**config.mk**
```make
export PLATFORM = sky130hd
export DESIGN_NAME = hex_page_scheduler
export DESIGN_NICKNAME = d
export VERILOG_FILES = /design/src/rtl/hex_page_scheduler.sv
export SDC_FILE = /design/constraint.sdc
export NUM_CORES = 1
export LEC_CHECK = 0
export ABC_CLOCK_PERIOD_IN_PS = 2800
export CORE_MARGIN = 2
export CORE_UTILIZATION = 40
export DETAILED_ROUTE_END_ITERATION = 8
export PLACE_DENSITY = 0.76
export SKIP_LAST_GASP = 1
export SLEW_MARGIN = 15
export SYNTH_ARGS = -nofsm -noshare
export SYNTH_HDL_FRONTEND = slang
export SYNTH_SLANG_ARGS = --single-unit
```
**constraint.sdc**
```tcl
create_clock -name clk -period 2.8 [get_ports clk]
set_clock_uncertainty 0.05 [all_clocks]
set_input_delay 0.84 -clock clk [delete_from_list [all_inputs] [get_ports clk]]
set_output_delay 0.84 -clock clk [all_outputs]
set_load 0.02 [all_outputs]
```
**src/rtl/hex_page_scheduler.sv**
```systemverilog
// hex_page_scheduler: shares the 7-segment display among NUM_REQ requesters, rotating on a tick-based dwell (AUTO) or on next_pulse (MANUAL).
// Define HEX_SCHED_BLANK_EN to insert a one-tick blank gap on every grant change.
module hex_page_scheduler #(
    parameter int          NUM_REQ    = 4,
    parameter int          IDX_W      = 2,
    parameter int          DATA_W     = 16,
    parameter logic [24:0] TICK_MAX   = 25'd24999999,
    parameter int          HOLD_TICKS = 4
) (
    input  logic                      clk,
    input  logic                      rst_n,
    input  logic [NUM_REQ-1:0]        req,
    input  logic [NUM_REQ*DATA_W-1:0] data,
    input  logic                      mode_sel,
    input  logic                      next_pulse,
    output logic [NUM_REQ-1:0]        grant,
    output logic [IDX_W-1:0]          grant_idx,
    output logic [DATA_W-1:0]         disp_data,
    output logic                      disp_valid,
    output logic                      tick
);
    localparam int HW = HOLD_TICKS > 1 ? $clog2(HOLD_TICKS) : 1;
    typedef enum logic [1:0] {IDLE, SHOW, BLANK} state_t;
    state_t           state, state_n;
    logic [24:0]      div;
    logic [HW-1:0]    hold, hold_n;
    logic [IDX_W-1:0] last_idx, idx_n, base, nidx;
    logic             found, mode_q, drop, expiry, adv;
    // Circular search starting just after b; b itself is considered last.
    function automatic logic [IDX_W:0] find(input logic [NUM_REQ-1:0] r, input logic [IDX_W-1:0] b);
        int j;
        find = '0;
        for (int k = NUM_REQ; k >= 1; k--) begin
            j = (int'(b) + k) % NUM_REQ;
            if (r[j]) find = {1'b1, IDX_W'(j)};
        end
    endfunction
    assign tick = div == TICK_MAX;
    assign base = state == IDLE ? last_idx : grant_idx;
    assign {found, nidx} = find(req, base);
    assign drop = state == SHOW && !req[grant_idx];
    // A mode change in either direction blocks expiry; next_pulse counts if either side of the change is MANUAL.
    assign expiry = !mode_sel && !mode_q && tick && hold == HW'(HOLD_TICKS - 1);
    assign adv = drop || expiry || (next_pulse && (mode_sel || mode_q));
    assign grant = state == SHOW ? {{(NUM_REQ-1){1'b0}}, 1'b1} << grant_idx : '0;
    always_comb begin
        state_n = state;
        idx_n = grant_idx;
        hold_n = '0;
        case (state)
            IDLE: begin
                if (found) begin
                    state_n = SHOW;
                    idx_n = nidx;
                end
            end
            SHOW: begin
                hold_n = (adv || mode_sel || mode_q) ? '0 : hold + HW'(tick);
                if (adv) begin
                    idx_n = found ? nidx : grant_idx;
`ifdef HEX_SCHED_BLANK_EN
                    state_n = !found ? IDLE : (nidx != grant_idx ? BLANK : SHOW);
`else
                    state_n = found ? SHOW : IDLE;
`endif
                end
            end
`ifdef HEX_SCHED_BLANK_EN
            BLANK: begin
                if (tick) begin
                    state_n = (req[grant_idx] || found) ? SHOW : IDLE;
                    idx_n = (req[grant_idx] || !found) ? grant_idx : nidx;
                end
            end
`endif
            default: state_n = IDLE;
        endcase
    end
    always_ff @(posedge clk or negedge rst_n) begin
        if (!rst_n) begin
            state <= IDLE;
            div <= '0;
            hold <= '0;
            grant_idx <= '0;
            last_idx <= IDX_W'(NUM_REQ - 1);
            disp_data <= '0;
            disp_valid <= 1'b0;
            mode_q <= 1'b0;
        end else begin
            state <= state_n;
            div <= tick ? '0 : div + 25'd1;
            hold <= hold_n;
            grant_idx <= idx_n;
            last_idx <= state == IDLE ? last_idx : grant_idx;
            disp_valid <= state == SHOW && state_n == SHOW;
            disp_data <= (state == SHOW && state_n == SHOW) ? data[grant_idx*DATA_W +: DATA_W] : '0;
            mode_q <= mode_sel;
        end
    end
endmodule
```
==> results.toml <==
[run_status]
status = "complete, no violations"

[timing]
final.setup.tns_ns = 0
setup_violations = 0
drv_slew = 0
tightest_slew_ns = 0.6888
relSlewSlack = 0.5365
period_needed_ns = 2.727
fin_crit_sh = 0.9740
fmax_ghz = 0.3667
whs_ns = 0.4256
hold_viol_final = 0
finalWorstSetupSlack_ns = 0.07271

[setup_path]
reg2reg_from = "div[17]"
crit_path_max_incr_delay_ns = 0.51
cp-start-kind = "flip-flop"
cp_cell_sequence = "or3b_2, nor4_4, and2_1, buf_2"
crit_fanout = 2
crit-reg2reg-capture = "grant_idx[0]"
required_ns = 1.91
path_class = "flip-flop to primary output"
cp.arrival_ns = 1.84
slowest_stage = "or3b_2"
rr_worst_depth = 6
reg2reg_setup_slack_ns = 0.60
endpoint_kind = "primary output"

[drt]
firstDrtPassIters = 4
finalWirelength_mm = 6.777
post-route-drc-count = 0
drtIter0Drc = 66
vias_per_cell = 5.177
vias = 2247
ant_nets = 0
wl_per_cell_um = 15.62

[power]
p_int_uw = 1543
swShare = 0.3032
worst_ir_drop_vdd_mv = 0.3541
p_seq_frac = 0.382
cellLeakagePower_uw = 0.001757
p_switching_uw = 671.5
power_uw = 2215
pwr-share-comb = 0.421
pwr-share-clk = 0.197
power_density_nw_per_um2 = 549.6

[layout]
antennaDiodeCount = 0
drive_gt1_frac = 0.2006
nFillCells = 567
areaGrowthSynthToFinish_pct = 46.34
final_nets = 427
final_cell_mix = "92 x clkdlybuf4s50_1, 48 x dfrtp_1, 29 x nor2_1, 20 x nand2_1, 18 x buf_4"
final_common_cell = "clkdlybuf4s50_1"

[yosys]
synthFlopType = "dfrtp_1"
synth_edf_count = 0
syn-cell-area_um2 = 2754
ys_async_sr_fraction = 1.000
syn_inst = 241
ys_warn_count = 0
avgSynthCellArea_um2 = 11.43
ys_types = 45
yosysSeqAreaShare = 0.4643
syn_nets = 315
synth-seq-cells = 51

[clock_tree]
clk_latency_ns = 0.30
hold_buffers = 0
clk_pin_slew_ns = 0.10
clockBufferDepth = 2
numCtsBuffers = 5
clock-sinks = 51
tritoncts = "done"
h-tree-depth = 2
cts_setup_buffers = 0
cts_root_buf = "clkbuf_8"

[global_route]
grt_pass1_vias = 2142
grt_max_degree = 34
globalRouteMet3Util = 0.03128
overflow = 0
grt_pass1_wl_mm = 10.64
use_met2 = 0.3088
top_usage_layer = "met2"
antenna_found_initial = 0
grt_usage = 0.1834
grt_util_met1 = 0.2383

[place]
dp_hpwl_mm = 5.159
gp_congestion = 0.8303
pre_cts_ws_ns = -0.002208
port_buffers = 95

[floorplan]
io_pins = 96
die_area_um2 = 7565
die_x_um = 86.98
coreArea_um2 = 6719
start_util = 0.4099
die_y_um = 86.98
rows = 30

[hold_path]
worstHoldPathType = "input port to async pin"

[run]
cap_viol_max_count = 0
[per-layer routing]
metal / vias to the layer above / routed length, µm / share of wire
met4: 0 / 112 / 0.017
met5: - / 0 / 0
met2: 40 / 3672 / 0.54
met3: 8 / 185 / 0.027
li1: 1079 / - / -
met1: 1120 / 2806 / 0.41
[critical path: cells and delay by family (launching register included)]
kind          cells  cell delay (ns)
buf+inv           1             0.17
flops             1             0.38
simple gates      3             0.99
[how the worst max path moves through the flow]
| stage | startpoint | end | slack (ns) |
|---|---|---|---|
| global placement | div[17] | tick | 0.02 |
| CTS | div[17] | tick | -0.006 |
| global route | div[17] | tick | -0.01 |
| finish | div[17] | tick | 0.07 |
| detailed placement | div[17] | tick | -0.002 |
| floorplan | div[6] | tick | 0.28 |
[power by group through the flow]
stage	clock [µW]	sequential [µW]	combinational (µW)
after floorplan	0	921	519
after global placement	0	855	927
after detailed placement	0	859	938
after CTS	451	846	940
after global routing	485	858	995
final	436	847	933
[registers in the layout (all words and copies together) (netlist names)]
name and flops:
div 25, disp_data 16, grant_idx 2, hold 2, last_idx 2, state 2, disp_valid 1, mode_q 1
[kinds of logic after synthesis]
family	count (synthesis)	synth area share
AOI/OAI and AO/OA	9	0.03544
xor gates and xnor gates	23	0.07315
adders and majority gates	2	0.009085
buffers and inverters	15	0.02726
DFF	51	0.4643
muxes	23	0.1608
other	1	0.001362
and+or+nand+nor	117	0.2285
[repair_timing]
| action | CTS | global route |
|---|---|---|
| resized for setup | 4 | 5 |
| endpoints found under the setup margin | 2 | 4 |
| cloned | 0 | 0 |
[through the flow]
step / std cells / area, µm² / util
detailed placement: 426 / 3923 / 0.5838
global placement: 426 / 3923 / 0.5838
finish: 434 / 4030 / 0.5998
CTS: 434 / 4020 / 0.5983
global route: 434 / 4030 / 0.5998
floorplan: 241 / 2754 / -
[cell usage after synthesis (2+ instances only)]
cell	count	area share
nand3b_1	2	0.0055
and3_1	7	0.016
clkbuf_1	6	0.0082
o21ai_0	2	0.0036
nor2_2	9	0.020
dfrtp_1	49	0.45
dfstp_2	2	0.019
mux2i_1	3	0.011
buf_2	3	0.0055
xnor2_1	6	0.019
mux4_2	16	0.13
mux2_4	2	0.011
nor2b_1	2	0.0045
ha_1	2	0.0091
buf_6	2	0.0082
nand2_1	20	0.027
nand3_1	16	0.029
nand2b_1	2	0.0045
nand4_1	7	0.016
or3b_2	2	0.0064
nor3_1	3	0.0055
nor2_1	29	0.040
mux2_2	2	0.0082
inv_1	4	0.0055
and2_1	4	0.0091
xor2_1	17	0.054
and4_1	4	0.013
[final cells by class]
class	instances	area (µm²)	area share
Clock buffer	7	86.33	0.02142
Clock inverter	1	5.005	0.001242
Inverter	4	15.01	0.003726
Multi-Input combinational cell	175	1414	0.3508
Sequential cell	51	1280	0.3176
Tap cell	80	100.1	0.02484
Timing Repair Buffer	116	1130	0.2803
Note: power is estimated with default switching activity, not from simulation.
